==> src/rtl/perf_report_pkg.sv <==
// Shared types and frame-geometry helpers for the performance-report scheduler.
package perf_report_pkg;

    typedef enum logic [2:0] {
        ST_IDLE,
        ST_SNAP,
        ST_LOAD,
        ST_WAIT_HI,
        ST_WAIT_LO
    } state_t;

    localparam logic [7:0] HDR_DEFAULT = 8'hA5;

    // Header + sequence + two bytes per counter + checksum.
    function automatic int unsigned frame_len(input int unsigned ncnt);
        return 2 * ncnt + 3;
    endfunction

    function automatic int unsigned idx_width(input int unsigned ncnt);
        return $clog2(2 * ncnt + 3);
    endfunction

endpackage

==> src/rtl/perf_report_sched_period_tick.sv <==
// Free-running 0..PERIOD-1 counter that flags its terminal count, used as the
// automatic report request.
module period_tick
    import perf_report_pkg::*;
#(
    parameter int unsigned PERIOD = 50_000_000
) (
    input  logic clk,
    input  logic rstn,
    output logic tick_o
);

    localparam int unsigned PW = (PERIOD > 1) ? $clog2(PERIOD) : 1;
    localparam logic [PW-1:0] LAST = PW'(PERIOD - 1);

    logic [PW-1:0] cnt_q;
    logic [PW-1:0] cnt_d;

    assign tick_o = (cnt_q == LAST);

    always_comb begin
        cnt_d = tick_o ? '0 : cnt_q + 1'b1;
    end

    always_ff @(posedge clk or negedge rstn) begin
        if (!rstn) begin
            cnt_q <= '0;
        end else begin
            cnt_q <= cnt_d;
        end
    end

endmodule

==> src/rtl/perf_report_sched.sv <==
// Snapshots the cache counters on a periodic tick or manual trigger and streams
// them to uart_tx as a header/seq/data/checksum frame over a start/busy handshake.
module perf_report_sched
    import perf_report_pkg::*;
#(
    parameter int unsigned NCNT   = 8,
    parameter int unsigned CW     = 16,
    parameter int unsigned PERIOD = 50_000_000,
    parameter logic [7:0]  HDR    = HDR_DEFAULT
) (
    input  logic               clk,
    input  logic               rstn,
    input  logic               trig_i,
    input  logic [NCNT*CW-1:0] cnt_i,
    output logic               snap_o,
    output logic               tx_start_o,
    output logic [7:0]         tx_data_o,
    input  logic               tx_busy_i,
    output logic               active_o,
    output logic               overrun_o
);

    localparam int unsigned FLEN = frame_len(NCNT);
    localparam int unsigned IW   = idx_width(NCNT);
    localparam logic [IW-1:0] LAST_IDX = IW'(FLEN - 1);

    state_t        state_q, state_d;
    logic [IW-1:0] idx_q, idx_d;
    logic [7:0]    chk_q, chk_d;
    logic [7:0]    seq_q, seq_d;
    logic [7:0]    data_q, data_d;
    logic          pending_q, pending_d;
    logic          overrun_q, overrun_d;
    logic [15:0]   shadow_q [NCNT];
    logic [15:0]   shadow_d [NCNT];

    logic          tick;
    logic          req;
    logic [7:0]    frame_bytes [FLEN];
    logic [7:0]    cur_byte;

    period_tick #(.PERIOD(PERIOD)) u_period_tick (
        .clk    (clk),
        .rstn   (rstn),
        .tick_o (tick)
    );

    // A tick and a trigger in the same cycle collapse into one request.
    assign req = tick | trig_i;

    assign frame_bytes[0]      = HDR;
    assign frame_bytes[1]      = seq_q;
    assign frame_bytes[FLEN-1] = chk_q;

    generate
        for (genvar gi = 0; gi < NCNT; gi++) begin : g_bytes
            assign frame_bytes[2 + 2*gi] = shadow_q[gi][15:8];
            assign frame_bytes[3 + 2*gi] = shadow_q[gi][7:0];
        end
    endgenerate

    assign cur_byte = frame_bytes[idx_q];

    always_comb begin
        for (int k = 0; k < NCNT; k++) begin
            shadow_d[k] = (state_q == ST_SNAP) ? 16'(cnt_i[k*CW +: CW]) : shadow_q[k];
        end
    end

    always_comb begin
        state_d    = state_q;
        idx_d      = idx_q;
        chk_d      = chk_q;
        seq_d      = seq_q;
        data_d     = data_q;
        pending_d  = pending_q;
        overrun_d  = overrun_q;
        snap_o     = 1'b0;
        tx_start_o = 1'b0;

        // One request may queue behind the running frame; a second is lost.
        if (state_q != ST_IDLE && req) begin
            if (pending_q) begin
                overrun_d = 1'b1;
            end else begin
                pending_d = 1'b1;
            end
        end

        case (state_q)
            ST_IDLE: begin
                if (req || pending_q) begin
                    state_d   = ST_SNAP;
                    pending_d = 1'b0;
                end
            end
            ST_SNAP: begin
                snap_o  = 1'b1;
                idx_d   = '0;
                chk_d   = '0;
                state_d = ST_LOAD;
            end
            ST_LOAD: begin
                if (!tx_busy_i) begin
                    tx_start_o = 1'b1;
                    data_d     = cur_byte;
                    chk_d      = chk_q ^ cur_byte;
                    state_d    = ST_WAIT_HI;
                end
            end
            ST_WAIT_HI: begin
                if (tx_busy_i) begin
                    state_d = ST_WAIT_LO;
                end
            end
            ST_WAIT_LO: begin
                if (!tx_busy_i) begin
                    if (idx_q == LAST_IDX) begin
                        seq_d   = seq_q + 8'd1;
                        state_d = ST_IDLE;
                    end else begin
                        idx_d   = idx_q + 1'b1;
                        state_d = ST_LOAD;
                    end
                end
            end
            default: state_d = ST_IDLE;
        endcase
    end

    // The byte is presented combinationally during LOAD so it is valid with the start pulse.
    assign tx_data_o = (state_q == ST_LOAD) ? cur_byte : data_q;
    assign active_o  = (state_q != ST_IDLE);
    assign overrun_o = overrun_q;

    always_ff @(posedge clk or negedge rstn) begin
        if (!rstn) begin
            state_q   <= ST_IDLE;
            idx_q     <= '0;
            chk_q     <= '0;
            seq_q     <= '0;
            data_q    <= '0;
            pending_q <= 1'b0;
            overrun_q <= 1'b0;
            for (int k = 0; k < NCNT; k++) begin
                shadow_q[k] <= '0;
            end
        end else begin
            state_q   <= state_d;
            idx_q     <= idx_d;
            chk_q     <= chk_d;
            seq_q     <= seq_d;
            data_q    <= data_d;
            pending_q <= pending_d;
            overrun_q <= overrun_d;
            for (int k = 0; k < NCNT; k++) begin
                shadow_q[k] <= shadow_d[k];
            end
        end
    end

endmodule

==> config.mk <==
export PLATFORM = sky130hd
export DESIGN_NAME = perf_report_sched
export DESIGN_NICKNAME = d
export VERILOG_FILES = /design/src/rtl/perf_report_pkg.sv /design/src/rtl/perf_report_sched_period_tick.sv /design/src/rtl/perf_report_sched.sv
export SDC_FILE = /design/constraint.sdc
export NUM_CORES = 1
export LEC_CHECK = 0
export BUFFER_PORTS_ARGS = -buffer_cell sky130_fd_sc_hd__buf_2
export CORE_UTILIZATION = 57
export DETAILED_ROUTE_END_ITERATION = 10
export HOLD_SLACK_MARGIN = 0.15
export MAX_ROUTING_LAYER = met4
export PLACE_DENSITY = 0.8
export SYNTH_ARGS = -nofsm -noshare
export SYNTH_HDL_FRONTEND = slang
export SYNTH_SLANG_ARGS = --single-unit
==> constraint.sdc <==
create_clock -name clk -period 2.4 [get_ports clk]
set_input_delay 0.24 -clock clk [delete_from_list [all_inputs] [get_ports clk]]
set_output_delay 0.24 -clock clk [all_outputs]
set_load 0.01 [all_outputs]
== Word level (Yosys, flattened, before mapping) ==
Cells that the tools add are included.

* Bitwise gates (word level): 4
* Muxes and demuxes: 22
* Order comparisons: 1
* Reductions and logical operators: 12
* Add/subtract/negate cells: 3
* Eq/ne operators: 11

{| class="wikitable"
|+ Operators with widths
! operator !! number
|-
| $bmux W8 S5 || 1
|-
| $mux W8 || 4
|-
| $add A26 B1 Y26 const B || 1
|-
| $eq A26 B26 Y1 const B || 1
|-
| $mux W26 || 1
|-
| $pmux W8 S2 || 1
|-
| $pmux W3 S5 || 1
|-
| $mux W3 || 4
|-
| $mux W5 || 2
|-
| $ne A2 B2 Y1 const B || 5
|-
| $pmux W5 S2 || 1
|-
| $add A8 B1 Y8 const B || 1
|-
| $xor A8 B8 Y8 || 1
|-
| $eq A3 B2 Y1 const B || 2
|-
| $ge A6 B6 Y1 const B || 1
|-
| $mux W1 || 6
|-
| $not A5 Y6 || 1
|-
| $reduce_and A2 Y1 || 3
|-
| $reduce_and A3 Y1 || 2
|-
| $add A5 B1 Y5 const B || 1
|-
| $eq A5 B5 Y1 const B || 1
|-
| $reduce_and A4 Y1 || 1
|-
| $reduce_bool A2 Y1 || 2
|-
| $eq A3 B1 Y1 const B || 1
|-
| 8 further kinds || 8
|}

* Logic and storage cells: 69
* Bits of input ports: 132
* Flip-flop bits (word level): 188
* Output and inout bits: 12

== Logic depth before layout (Yosys ltp) ==
* Depth after elaboration: 7
* Gate-level depth with buffers: 9

== Hierarchy ==
Synthesis repeated with hierarchy kept, for this count alone.

* Cells, all modules: 999
* Area, all modules: 9190.1 µm²

{| class="wikitable"
|+ Modules (own cells, without submodules)
! module !! area each (µm²) !! times used !! seq. area each (µm²) !! cells an instance
|-
| perf_report_sched || 7852.5 || 1 || 4053.9 || 865
|-
| period_tick || 1337.5 || 1 || 650.6 || 134
|}

== Worst setup path before layout ==
Ideal clock, no wire load.

* Path type: flip-flop to flip-flop
* Start point: register idx_q[0]
* End point: register idx_q[4]
* Stages on the path, launching flop included: 9
* Path slack: 365 ps
* Arrival time: 1899 ps
* Path buffers: 1
* Period minus slack after synthesis: 2035 ps
* Setup time: 136 ps
* Path through: dfrtp_1 buf_2 clkinv_1 ha_1 nand4bb_1 a21oi_1 a2111oi_1 xnor2_1 nor2_1

* Cells in the longest elaborated chain, start to end: 4

{| class="wikitable"
|+ Ends and longest elaborated chain
! element !! line !! source
|-
| start: declaration || perf_report_sched.sv:28 || <nowiki>logic [IW-1:0] idx_q, idx_d;</nowiki>
|-
| start signal: assignment || perf_report_sched.sv:150 || <nowiki>idx_q <= idx_d;</nowiki>
|-
| $add A5 B1 Y5 || perf_report_sched.sv:122 || <nowiki>idx_d = idx_q + 1'b1;</nowiki>
|-
| $mux W5 || perf_report_sched.sv:118 || <nowiki>if (idx_q == LAST_IDX) begin</nowiki>
|-
| $mux W5 || perf_report_sched.sv:117 || <nowiki>if (!tx_busy_i) begin</nowiki>
|-
| $pmux W5 S2 || perf_report_sched.sv:90 || <nowiki>case (state_q)</nowiki>
|}

Parallel ways exist; a longest one is shown, timed or not. The select of a mux whose other input is x is not followed.
A chain may end at the register's enable or synchronous reset.

== Worst setup path after layout ==
* Start point: register idx_q[1]
* End point: output tx_data_o[6]

* Cells in the longest elaborated chain, start to end: 5

{| class="wikitable"
|+ Ends and longest elaborated chain
! element !! line !! source
|-
| $not A5 Y6 (not written as such) || perf_report_sched.sv:62 || <nowiki>assign cur_byte = frame_bytes[idx_q];</nowiki>
|-
| $bmux W8 S5 || perf_report_sched.sv:62 ||
|-
| $mux W8 (not written as such) (2 in series) || perf_report_sched.sv:62 ||
|-
| $mux W8 || perf_report_sched.sv:132 || <nowiki>assign tx_data_o = (state_q == ST_LOAD) ? cur_byte : data_q;</nowiki>
|-
| end: declaration || perf_report_sched.sv:17 || <nowiki>output logic [7:0] tx_data_o,</nowiki>
|}

No other way between the ends. The select of a mux whose other input is x is not followed.

==> results.txt <==
Post-Syn Area - 9128 µm²
vias in the first global route - 8657
total CTS buffers - 17
Yosys reg bits - 188
Slew Viols, Final - 0
DIE WIDTH - 128.5 µm
clk buf depth - 2
Hold WC Path Type - input port to register
Static Leakage - 6.040 nW
CP delay by family, top - compound AO/OA/AOI/OAI gates
CP Launch Type - register
layout cells sized above 1 - 21.66%
most numerous cell in the Yosys netlist - nand2_1
first-pass GRT wire length - 43870 µm
Primary FF master, synth - dfrtp_1
worst setup path class - register to primary output
initial antenna violation count - 2
min cycle time layout - 2.709 ns
routed wire length per instance - 18.05 µm
status - finished, violations left
Synth Net Count - 1138
max-cap violations - 0
largest net degree at the start of global routing - 133
failing checks - negative setup slack
grt ovf - 0
Site Rows - 45
top cells by count, synth - 427 x nand2_1, 188 x dfrtp_1, 52 x mux2i_1
CP bufs+invs - 3
Final ANT Viol Nets - 0
total global routing track utilization - 36.26%
chip height - 128.5 µm
initial cell density of the core - 59.16%
Core Util, Final - 80.29%
Synth Area per Inst - 9.109 µm²
top post-synthesis cells by area - dfrtp_1 52%, nand2_1 18%, mux2i_1 5.7%, xnor2_1 2.2%, clkbuf_1 1.5%
final hold viol count - 0
routability cong. - 0.9081
Critical Path Fanout Max - 8
DRC Markers - 0
synth warn - 0
P&R area growth vs syn - 35.71%
Rel. slew slack - 58.42%
top-area cell type share of the netlist area - 51.54%
total number of vias - 8507
clock tree from TritonCTS - done
drt pass-1 iters - 6
post-synth top area cell - dfrtp_1
io pins - 144
RSZ-0062 raised after global routing - true
Final Cycle Share - 112.9%
H-tree levels - 4
total core area - 15430 µm²
Root Driver - clkbuf_16
CTS sink count - 188
Total Power - 0.01294 W
overall routed net length - 27340 µm
full die area - 16520 µm²
Tightest Pin Transition - 0.6238 ns
clock transition at the registers of the reported paths - 0.06 ns
Setup Skew - 0.007620 ns
CP peak stage delay - 0.52 ns
P per Cell Area - 1044 nW/µm²
vias per cell - 5.615
number of library cell types mapped by synthesis - 62
critical path endpoint category - primary output
Clk Latency, worst-skew pair - 0.43 ns
number of flops mapped to enable cells by yosys - 0
Final setup viols - 8
WP data arrival - 2.47 ns
async set-reset flop share out of synthesis - 100.0%
Achievable Freq - 369.2 MHz
nets - 1426
worst path cell trace - buf_12 > buf_4 > mux2i_1 > a22oi_1 > nand3_1 > a21oi_1 > o22a_1 > buf_2
min setup slack post-route - -0.3089 ns
Slowest-stage cell, CP - dfrtp_4
placed wire-length estimate - 16170 µm
Seq/Total Area, Yosys - 51.54%
Detailed Route Iter0 Violations - 601
maximum vdd drop - 0.6811 mV
synthesized instance count - 1002
Port Buffers - 143
CP required - 2.16 ns
## registers in the layout, indices dropped and copies added (netlist names)
| signal | cells |
|---|---|
| u_period_tick.cnt_q | 26 |
| overrun_o | 1 |
| frame_bytes | 128 |
| seq_q | 8 |
| pending_q | 1 |
| data_q | 8 |
| chk_q | 8 |
| idx_q | 5 |
| state_q | 3 |
## final timing paths
kind / cells past startpoint / slack, ns / endpoint / from
hold reg to reg: 1 / 0.47 / chk_q[6]$_DFFE_PN0P_ / chk_q[6]$_DFFE_PN0P_
max in group asynchronous: 3 / 1.31 / idx_q[3]$_DFFE_PN0P_ / rstn
setup / recovery: 8 / -0.31 / tx_data_o[6] / idx_q[1]$_DFFE_PN0P_
min in group asynchronous: 2 / 0.36 / frame_bytes[107]$_DFFE_PN0P_ / rstn
hold / removal: 3 / 0.21 / state_q[0]$_DFFE_PN0P_ / tx_busy_i
setup reg to reg: 7 / 0.12 / idx_q[4]$_DFFE_PN0P_ / idx_q[0]$_DFFE_PN0P_
## power by group
part,total [W],internal [W],switching [W],leakage (nW)
registers,0.00527,0.00443,0.000840,2.36
clock network,0.00290,0.00168,0.00122,0.300
logic,0.00477,0.00191,0.00286,3.38
total,0.0129,0.00801,0.00492,6.04
## layer usage
layer / up-vias / routed length (µm) / GRT usage [%]
met5: - / 0 / -
li1: 3903 / - / -
met1: 4125 / 11070 / 44.04
met2: 388 / 13260 / 57.84
met4: 0 / 1152 / 16.47
met3: 91 / 1856 / 8.358
## placed cells by master, fill, tap and decap left out, drive strengths merged, types with 12 or more instances in the layout
cell and n:
dlygate4sd3 130, xnor2 23, nor2 37, mux2i 52
mux2 12, o21ai 14, dfrtp 188, buf 196
nand3 18, a22oi 16, nand2 427, clkbuf 23
inv 15, nor3 17
## what timing repair did
| item | in CTS | in global routing |
|---|---|---|
| pin swaps | 9 | 14 |
| hold endpoints to repair | 188 | 0 |
| gates resized for setup | 17 | 15 |
| setup buffers | 8 | 4 |
| hold buffers | 130 | 0 |
| endpoints found under the setup margin | 8 | 8 |
## tightest hold or removal path, stage by stage
cell and delay [ns]:
buf_2 0.09, buf_4 0.16, o22ai_1 0.10
## stage by stage
step	area, µm²	setup TNS [ns]	setup WS, ns	instances	hold slack, ns
3_3_place_gp	10230	0	0.1023	1340	0.2665
2_1_floorplan	9128	0	0.3647	1002	-0.05559
5_1_grt	12390	-2.718	-0.3950	1515	0.2208
4_1_cts	12280	-2.108	-0.2974	1509	0.1968
6_report	12390	-2.130	-0.3089	1515	0.2110
3_5_place_dp	10230	0	0.07230	1340	0.2703
## final cells by class
cell class	instances	area (µm²)
antenna	2	5.005
clock buffer	23	498.0
clock inverter	8	105.1
fill	922	3040
inverter	14	56.30
multi-input combinational	743	4233
sequential	188	4710
tap	211	264.0
timing repair buffer	326	2516
## cell families (layout without fill, tap and decap cells)
group / count (synthesis) / after routing / synth area share [%]
flip-flops: 188 / 188 / 51.54
other: 0 / 2 / 0
buffers and inverters: 71 / 371 / 3.646
AND/OR/NAND/NOR: 547 / 547 / 25.32
XOR/XNOR: 32 / 32 / 3.071
AO/OA/AOI/OAI: 92 / 92 / 7.704
adder cells (fa/ha/maj): 4 / 4 / 0.5483
multiplexers: 68 / 68 / 8.170
Note: power is estimated with default switching activity, not from simulation.
